## src/rtl/uart_frame_decoder_pkg.sv

```systemverilog
// Shared types and constants for the UART command-frame decoder.
// Also holds the command codes that the game control logic uses.
package uart_frame_decoder_pkg;

    localparam int unsigned BYTE_W = 8;
    localparam int unsigned GAP_W  = 20;

    localparam logic [BYTE_W-1:0] SYNC_DEFAULT = 8'h55;
    localparam logic [BYTE_W-1:0] ERR_MAX      = 8'hFF;

    localparam logic [BYTE_W-1:0] CMD_P1_PADDLE = 8'h01;
    localparam logic [BYTE_W-1:0] CMD_P2_PADDLE = 8'h02;
    localparam logic [BYTE_W-1:0] CMD_SERVE     = 8'h10;
    localparam logic [BYTE_W-1:0] CMD_PAUSE     = 8'h20;

    typedef enum logic [1:0] {
        WAIT_SYNC = 2'd0,
        GET_CMD   = 2'd1,
        GET_DATA  = 2'd2,
        GET_CSUM  = 2'd3
    } state_e;

    typedef struct packed {
        logic [BYTE_W-1:0] code;
        logic [BYTE_W-1:0] data;
    } cmd_t;

    function automatic logic [BYTE_W-1:0] frame_csum(input cmd_t c);
        return c.code ^ c.data;
    endfunction

endpackage

```

## src/rtl/uart_frame_decoder_if.sv

```systemverilog
// Byte-in / command-out bundle between the receiver, the decoder and game logic.
interface uart_frame_decoder_if
    import uart_frame_decoder_pkg::*;
();
    logic              data_valid;
    logic [BYTE_W-1:0] data_byte_in;
    logic              cmd_valid;
    logic [BYTE_W-1:0] cmd_code;
    logic [BYTE_W-1:0] cmd_data;
    logic              frame_err;
    logic [BYTE_W-1:0] err_count;

    modport master (
        output data_valid, data_byte_in,
        input  cmd_valid, cmd_code, cmd_data, frame_err, err_count
    );

    modport slave (
        input  data_valid, data_byte_in,
        output cmd_valid, cmd_code, cmd_data, frame_err, err_count
    );
endinterface

```

## src/rtl/frame_gap_timer.sv

```systemverilog
// Inter-byte gap counter; expired_c flags the last allowed idle clock of a frame.
module frame_gap_timer #(
    parameter int unsigned width = 20,
    parameter int unsigned limit = 100000
) (
    input  logic clk_in,
    input  logic rst_n,
    input  logic clear,
    input  logic enable,
    output logic expired_c
);

    localparam logic [width-1:0] LAST = width'(limit - 1);

    logic [width-1:0] count_q;

    assign expired_c = enable && (count_q == LAST);

    // Clear wins over counting; the count parks at LAST until cleared.
    always_ff @(posedge clk_in or negedge rst_n) begin
        if (!rst_n) begin
            count_q <= '0;
        end else if (clear) begin
            count_q <= '0;
        end else if (enable && !expired_c) begin
            count_q <= count_q + width'(1);
        end
    end

endmodule

```

## src/rtl/uart_frame_decoder.sv

```systemverilog
// Assembles sync/cmd/data/checksum frames from the UART byte stream and
// issues a command strobe per good frame; bad or stalled frames are counted.
module uart_frame_decoder
    import uart_frame_decoder_pkg::*;
#(
    parameter logic [BYTE_W-1:0] sync_byte    = SYNC_DEFAULT,
    parameter int unsigned       timeout_clks = 100000
) (
    input  logic                 clk_in,
    input  logic                 rst_n,
    uart_frame_decoder_if.slave  bus
);

    state_e            state_q, state_d;
    cmd_t              frame_q, frame_d;
    cmd_t              cmd_out_q, cmd_out_d;
    logic              cmd_valid_q, cmd_valid_d;
    logic              frame_err_q, frame_err_d;
    logic [BYTE_W-1:0] err_count_q, err_count_d;
    logic              gap_expired_c;

    frame_gap_timer #(
        .width (GAP_W),
        .limit (timeout_clks)
    ) u_gap_timer (
        .clk_in    (clk_in),
        .rst_n     (rst_n),
        .clear     (bus.data_valid),
        .enable    (state_q != WAIT_SYNC),
        .expired_c (gap_expired_c)
    );

    always_ff @(posedge clk_in or negedge rst_n) begin
        if (!rst_n) begin
            state_q     <= WAIT_SYNC;
            frame_q     <= '0;
            cmd_out_q   <= '0;
            cmd_valid_q <= 1'b0;
            frame_err_q <= 1'b0;
            err_count_q <= '0;
        end else begin
            state_q     <= state_d;
            frame_q     <= frame_d;
            cmd_out_q   <= cmd_out_d;
            cmd_valid_q <= cmd_valid_d;
            frame_err_q <= frame_err_d;
            err_count_q <= err_count_d;
        end
    end

    always_comb begin
        state_d     = state_q;
        frame_d     = frame_q;
        cmd_out_d   = cmd_out_q;
        cmd_valid_d = 1'b0;
        frame_err_d = 1'b0;

        case (state_q)
            WAIT_SYNC: begin
                if (bus.data_valid && (bus.data_byte_in == sync_byte)) begin
                    state_d = GET_CMD;
                end
            end
            GET_CMD: begin
                if (bus.data_valid) begin
                    frame_d.code = bus.data_byte_in;
                    state_d      = GET_DATA;
                end
            end
            GET_DATA: begin
                if (bus.data_valid) begin
                    frame_d.data = bus.data_byte_in;
                    state_d      = GET_CSUM;
                end
            end
            GET_CSUM: begin
                if (bus.data_valid) begin
                    if (bus.data_byte_in == frame_csum(frame_q)) begin
                        cmd_out_d   = frame_q;
                        cmd_valid_d = 1'b1;
                    end else begin
                        frame_err_d = 1'b1;
                    end
                    state_d = WAIT_SYNC;
                end
            end
            default: state_d = WAIT_SYNC;
        endcase

        // A byte on the expiry cycle is processed instead of timing out.
        if (!bus.data_valid && gap_expired_c) begin
            frame_err_d = 1'b1;
            state_d     = WAIT_SYNC;
        end

        err_count_d = err_count_q;
        if (frame_err_d && (err_count_q != ERR_MAX)) begin
            err_count_d = err_count_q + BYTE_W'(1);
        end
    end

    assign bus.cmd_valid = cmd_valid_q;
    assign bus.cmd_code  = cmd_out_q.code;
    assign bus.cmd_data  = cmd_out_q.data;
    assign bus.frame_err = frame_err_q;
    assign bus.err_count = err_count_q;

endmodule
```

## src/flat_wrapper.sv

```systemverilog
// flat-port wrapper written by rule: the top's interface ports become plain ports
module uart_frame_decoder_flat import uart_frame_decoder_pkg::*;
#(
    parameter logic [BYTE_W-1:0] sync_byte    = SYNC_DEFAULT,
    parameter int unsigned       timeout_clks = 100000
)
  (clk_in, rst_n, bus_data_valid, bus_data_byte_in, bus_cmd_valid, bus_cmd_code, bus_cmd_data, bus_frame_err, bus_err_count);
  uart_frame_decoder_if bus_i ();
  input  logic clk_in;
  input  logic rst_n;
  input wire logic [$bits(bus_i.data_valid)-1:0] bus_data_valid;
  input wire logic [$bits(bus_i.data_byte_in)-1:0] bus_data_byte_in;
  output wire logic [$bits(bus_i.cmd_valid)-1:0] bus_cmd_valid;
  output wire logic [$bits(bus_i.cmd_code)-1:0] bus_cmd_code;
  output wire logic [$bits(bus_i.cmd_data)-1:0] bus_cmd_data;
  output wire logic [$bits(bus_i.frame_err)-1:0] bus_frame_err;
  output wire logic [$bits(bus_i.err_count)-1:0] bus_err_count;
  assign bus_i.data_valid = bus_data_valid;
  assign bus_i.data_byte_in = bus_data_byte_in;
  assign bus_cmd_valid = bus_i.cmd_valid;
  assign bus_cmd_code = bus_i.cmd_code;
  assign bus_cmd_data = bus_i.cmd_data;
  assign bus_frame_err = bus_i.frame_err;
  assign bus_err_count = bus_i.err_count;
  uart_frame_decoder #(.sync_byte(sync_byte), .timeout_clks(timeout_clks)) u_core (.clk_in(clk_in), .rst_n(rst_n), .bus(bus_i));
endmodule
```

## config.mk

```make
export PLATFORM = sky130hd
export DESIGN_NAME = uart_frame_decoder_flat
export DESIGN_NICKNAME = d
export VERILOG_FILES = /design/src/rtl/uart_frame_decoder_pkg.sv /design/src/rtl/uart_frame_decoder_if.sv /design/src/rtl/frame_gap_timer.sv /design/src/rtl/uart_frame_decoder.sv /design/src/flat_wrapper.sv
export SDC_FILE = /design/constraint.sdc
export NUM_CORES = 1
export LEC_CHECK = 0
export ABC_AREA = 0
export CELL_PAD_IN_SITES_DETAIL_PLACEMENT = 1
export CELL_PAD_IN_SITES_GLOBAL_PLACEMENT = 1
export CORE_AREA = 2 2 90 92
export CTS_CLUSTER_DIAMETER = 30
export CTS_CLUSTER_SIZE = 24
export DETAILED_ROUTE_END_ITERATION = 7
export DIE_AREA = 0 0 92 94
export GPL_TIMING_DRIVEN = 0
export PLACE_DENSITY_LB_ADDON = 0.1
export SLEW_MARGIN = 30
export SYNTH_ARGS = -nofsm -noshare
export SYNTH_HDL_FRONTEND = slang
export SYNTH_SLANG_ARGS = --single-unit
```

## constraint.sdc

```tcl
create_clock -name clk_in -period 2.1 [get_ports clk_in]
set_input_delay 0.525 -clock clk_in [delete_from_list [all_inputs] [get_ports clk_in]]
set_output_delay 0.525 -clock clk_in [all_outputs]
set_load 0.02 [all_outputs]
```

==> flow_metrics.py <==
metrics = {
    "global_routing": {
        "antenna_found_initial": 0,
        "grt_pass1_vias": 2331,
        "grt_pass1_wl_um": 11800,
        "track_usage": 0.178,
        "grt_start_max_net_pins": 43,
        "grt_overflow": 0,
    },
    "timing": {
        "min_period_ps": 2020,
        "setup_viol_count_final": 0,
        "finalHoldViolations": 0,
        "fin_skew_ps": 5.62,
        "hold_ws_ps": 84.7,
        "slew_headroom": 0.635,
        "worst_pin_slew_ps": 548,
        "grt_setup_unrepaired": "yes",
        "fin_crit_sh": 0.961,
        "drv_slew": 0,
        "fmax_mhz": 496,
    },
    "cells_and_area": {
        "fillers": 790,
        "n_antenna_cell": 0,
        "nets": 327,
        "area_growth_syn_to_layout_pct": 27.9,
        "seq_area_um2": 1600,
        "final_area_um2": 4010,
        "drive_gt1_frac": 0.207,
        "multi_input_area_um2": 1570,
    },
    "logic_synthesis": {
        "async_flop_share": 1.00,
        "yosys.area.top_type": "dfrtp_1",
        "synth_seq_cells": 64,
        "syn_area_um2": 3130,
        "yosysSeqAreaShare": 0.511,
        "yosys.cell_types.count": 44,
        "synth_enable_flop_cells": 0,
        "yosys_warnings": 0,
        "synth.most_common_cell": "dfrtp_1",
        "ys.flop_type": "dfrtp_1",
        "synth_area_per_cell_um2": 12.4,
        "syn_inst": 253,
        "synth.area.top_cells": "dfrtp_1 51%, mux2_2 7.2%, xnor3_1 5.7%",
        "synth_top_area_frac": 0.511,
        "synth_fp_nets": 271,
        "ys_top_cells_by_count": "64 x dfrtp_1, 20 x mux2_2, 19 x nor2_1, 15 x mux2_1, 15 x nand2_1",
    },
    "job": {
        "maxCapViolations": 0,
    },
    "clock_tree": {
        "clk_path_buf_depth": 2,
        "clk_latency_ps": 340,
        "clk_pin_slew_ps": 70,
        "htree_num_levels": 3,
        "clock_sinks": 64,
        "cts_tree": "done",
        "clockRootBuffer": "clkbuf_8",
        "cts-hold-fix-buffers": 0,
        "numCtsBuffers": 9,
    },
    "power": {
        "leakage_nw": 1.84,
        "power.density_nw_per_um2": 1100,
        "vdd_ir_drop_max_mv": 0.576,
        "finalPower_mw": 4.43,
    },
    "placement": {
        "io_buffers": 35,
        "placed_area_um2": 3640,
        "dp.final_hpwl_um": 4730,
        "place_congestion": 0.726,
    },
    "floorplan": {
        "die_x_um": 92,
        "start_util": 0.412,
        "rows": 32,
        "core_um2": 7610,
        "die-area_um2": 8650,
        "die_y_um": 94,
        "pin_count": 37,
    },
    "drt": {
        "wl_per_cell_um": 16.8,
        "postRouteAntennaNets": 0,
        "first_pass_iters": 4,
        "viasPerCell": 5.21,
        "totalWireLength_um": 7000,
        "drc": 0,
        "num_vias": 2166,
        "drt_iter0_markers": 50,
    },
    "worst_setup_path": {
        "path_buf_inv": 1,
        "crit_arrival_ps": 2240,
        "crit_required_ps": 2320,
        "crit_path_top_delay_cell": "dfrtp_1",
        "path_cells": "nor4b_2, and4_4, buf_6, nand3_4, a21oi_4, mux2_1",
        "critPathCaptureType": "flip-flop",
        "r2r_slack_ps": 80,
        "crit_type": "reg -> reg",
        "start_kind": "flip-flop",
        "critPathTopFamily": "simple AND/OR/NAND/NOR gates",
        "crit_path_max_incr_delay_ps": 450,
        "critPathMaxFanout": 10,
    },
    "outcome": {
        "status": "finished clean",
    },
    "hold_path": {
        "hp-class": "in -> async",
    },
}
## layout make-up
type	count	share of cell area
sequential	64	0.400
multi-input combinational	178	0.391
timing repair buffer	45	0.116
clock buffer	10	0.0318
tap	102	0.0318
clock inverter	6	0.0150
buffer	6	0.00968
inverter	5	0.00468
## repair_timing
action                                 CTS  global route
cloned                                   0             1
setup endpoints to repair               28            34
endpoints found under the hold margin    0             0
resized for setup                        7            24
setup buffers                            4             4
pin swaps                                4             8
## power breakdown
group | switching (mW) | internal (mW)
sequential | 0.262 | 1.54
combinational | 0.660 | 0.930
clock | 0.491 | 0.542
total | 1.41 | 3.01
## stage by stage
step / std cells / util / setup TNS, ps / setup WS, ps
2_1_floorplan: 253 / - / 0 / 177
3_3_place_gp: 390 / 0.475 / -125370 / -1780
3_5_place_dp: 391 / 0.478 / -12560 / -686
4_1_cts: 411 / 0.511 / -98.3 / -65.2
5_1_grt: 416 / 0.527 / -90.0 / -26.4
6_report: 416 / 0.527 / 0 / 82.6
## registers in the layout, summed over array words and instances, names as in the netlist
signal                      cells
u_core.bus.cmd_code             8
u_core.bus.cmd_data             8
u_core.bus.cmd_valid            1
u_core.bus.err_count            8
u_core.bus.frame_err            1
u_core.frame_q                 16
u_core.state_q                  2
u_core.u_gap_timer.count_q     20
## metal layers
metal / global-route usage / vias to the layer above / share of wire
met3: 0.0538 / 7 / 0.034
met5: 0 / - / 0
met4: 0.0560 / 0 / 0.011
li1: - / 1032 / -
met1: 0.232 / 1096 / 0.48
met2: 0.286 / 31 / 0.48
## cell usage in the layout, fill, tap and decap left out, types with 4 or more instances in the layout
master           count
a21oi_1              6
inv_1                5
buf_4                9
xor2_1              11
xnor3_1              8
dfrtp_1             62
clkbuf_8             9
dlymetal6s2s_1       7
nand3_1             10
nor2_1              18
nand2_1             15
xnor2_1              6
ha_1                 6
clkdlybuf4s50_1     26
or3_1                5
clkbuf_1             4
mux2_1              15
mux2_2              20
o21ai_0              5
nand4_1              7
## final timing paths
| kind | startpoint | to | cells after the start |
|---|---|---|---|
| max | u_core.u_gap_timer.count_q[6] | u_core.bus.err_count[1] | 6 |
| max reg2reg | u_core.u_gap_timer.count_q[6] | u_core.bus.err_count[1] | 6 |
| min reg2reg | u_core.bus.cmd_code[5] | u_core.bus.cmd_code[5] | 1 |
| min | rst_n | u_core.u_gap_timer.count_q[13] | 1 |
| min in group clk_in | u_core.bus.cmd_code[5] | u_core.bus.cmd_code[5] | 1 |
| max in group asynchronous | rst_n | u_core.state_q[0] | 2 |
## kinds of logic after synthesis
family | synth area share
AOI/OAI and AO/OA | 0.0711
muxes | 0.135
xor gates and xnor gates | 0.105
adders and majority gates | 0.0279
DFF | 0.511
buffers and inverters | 0.0168
and+or+nand+nor | 0.133
## worst reg2reg max path, cell delays in order (launching register included)
cell and delay [ps]:
dfrtp_1 450, nor4b_2 310, and4_4 250, buf_6 140, nand3_4 160, a21oi_4 250, mux2_1 340
Note: power is estimated with default switching activity, not from simulation.
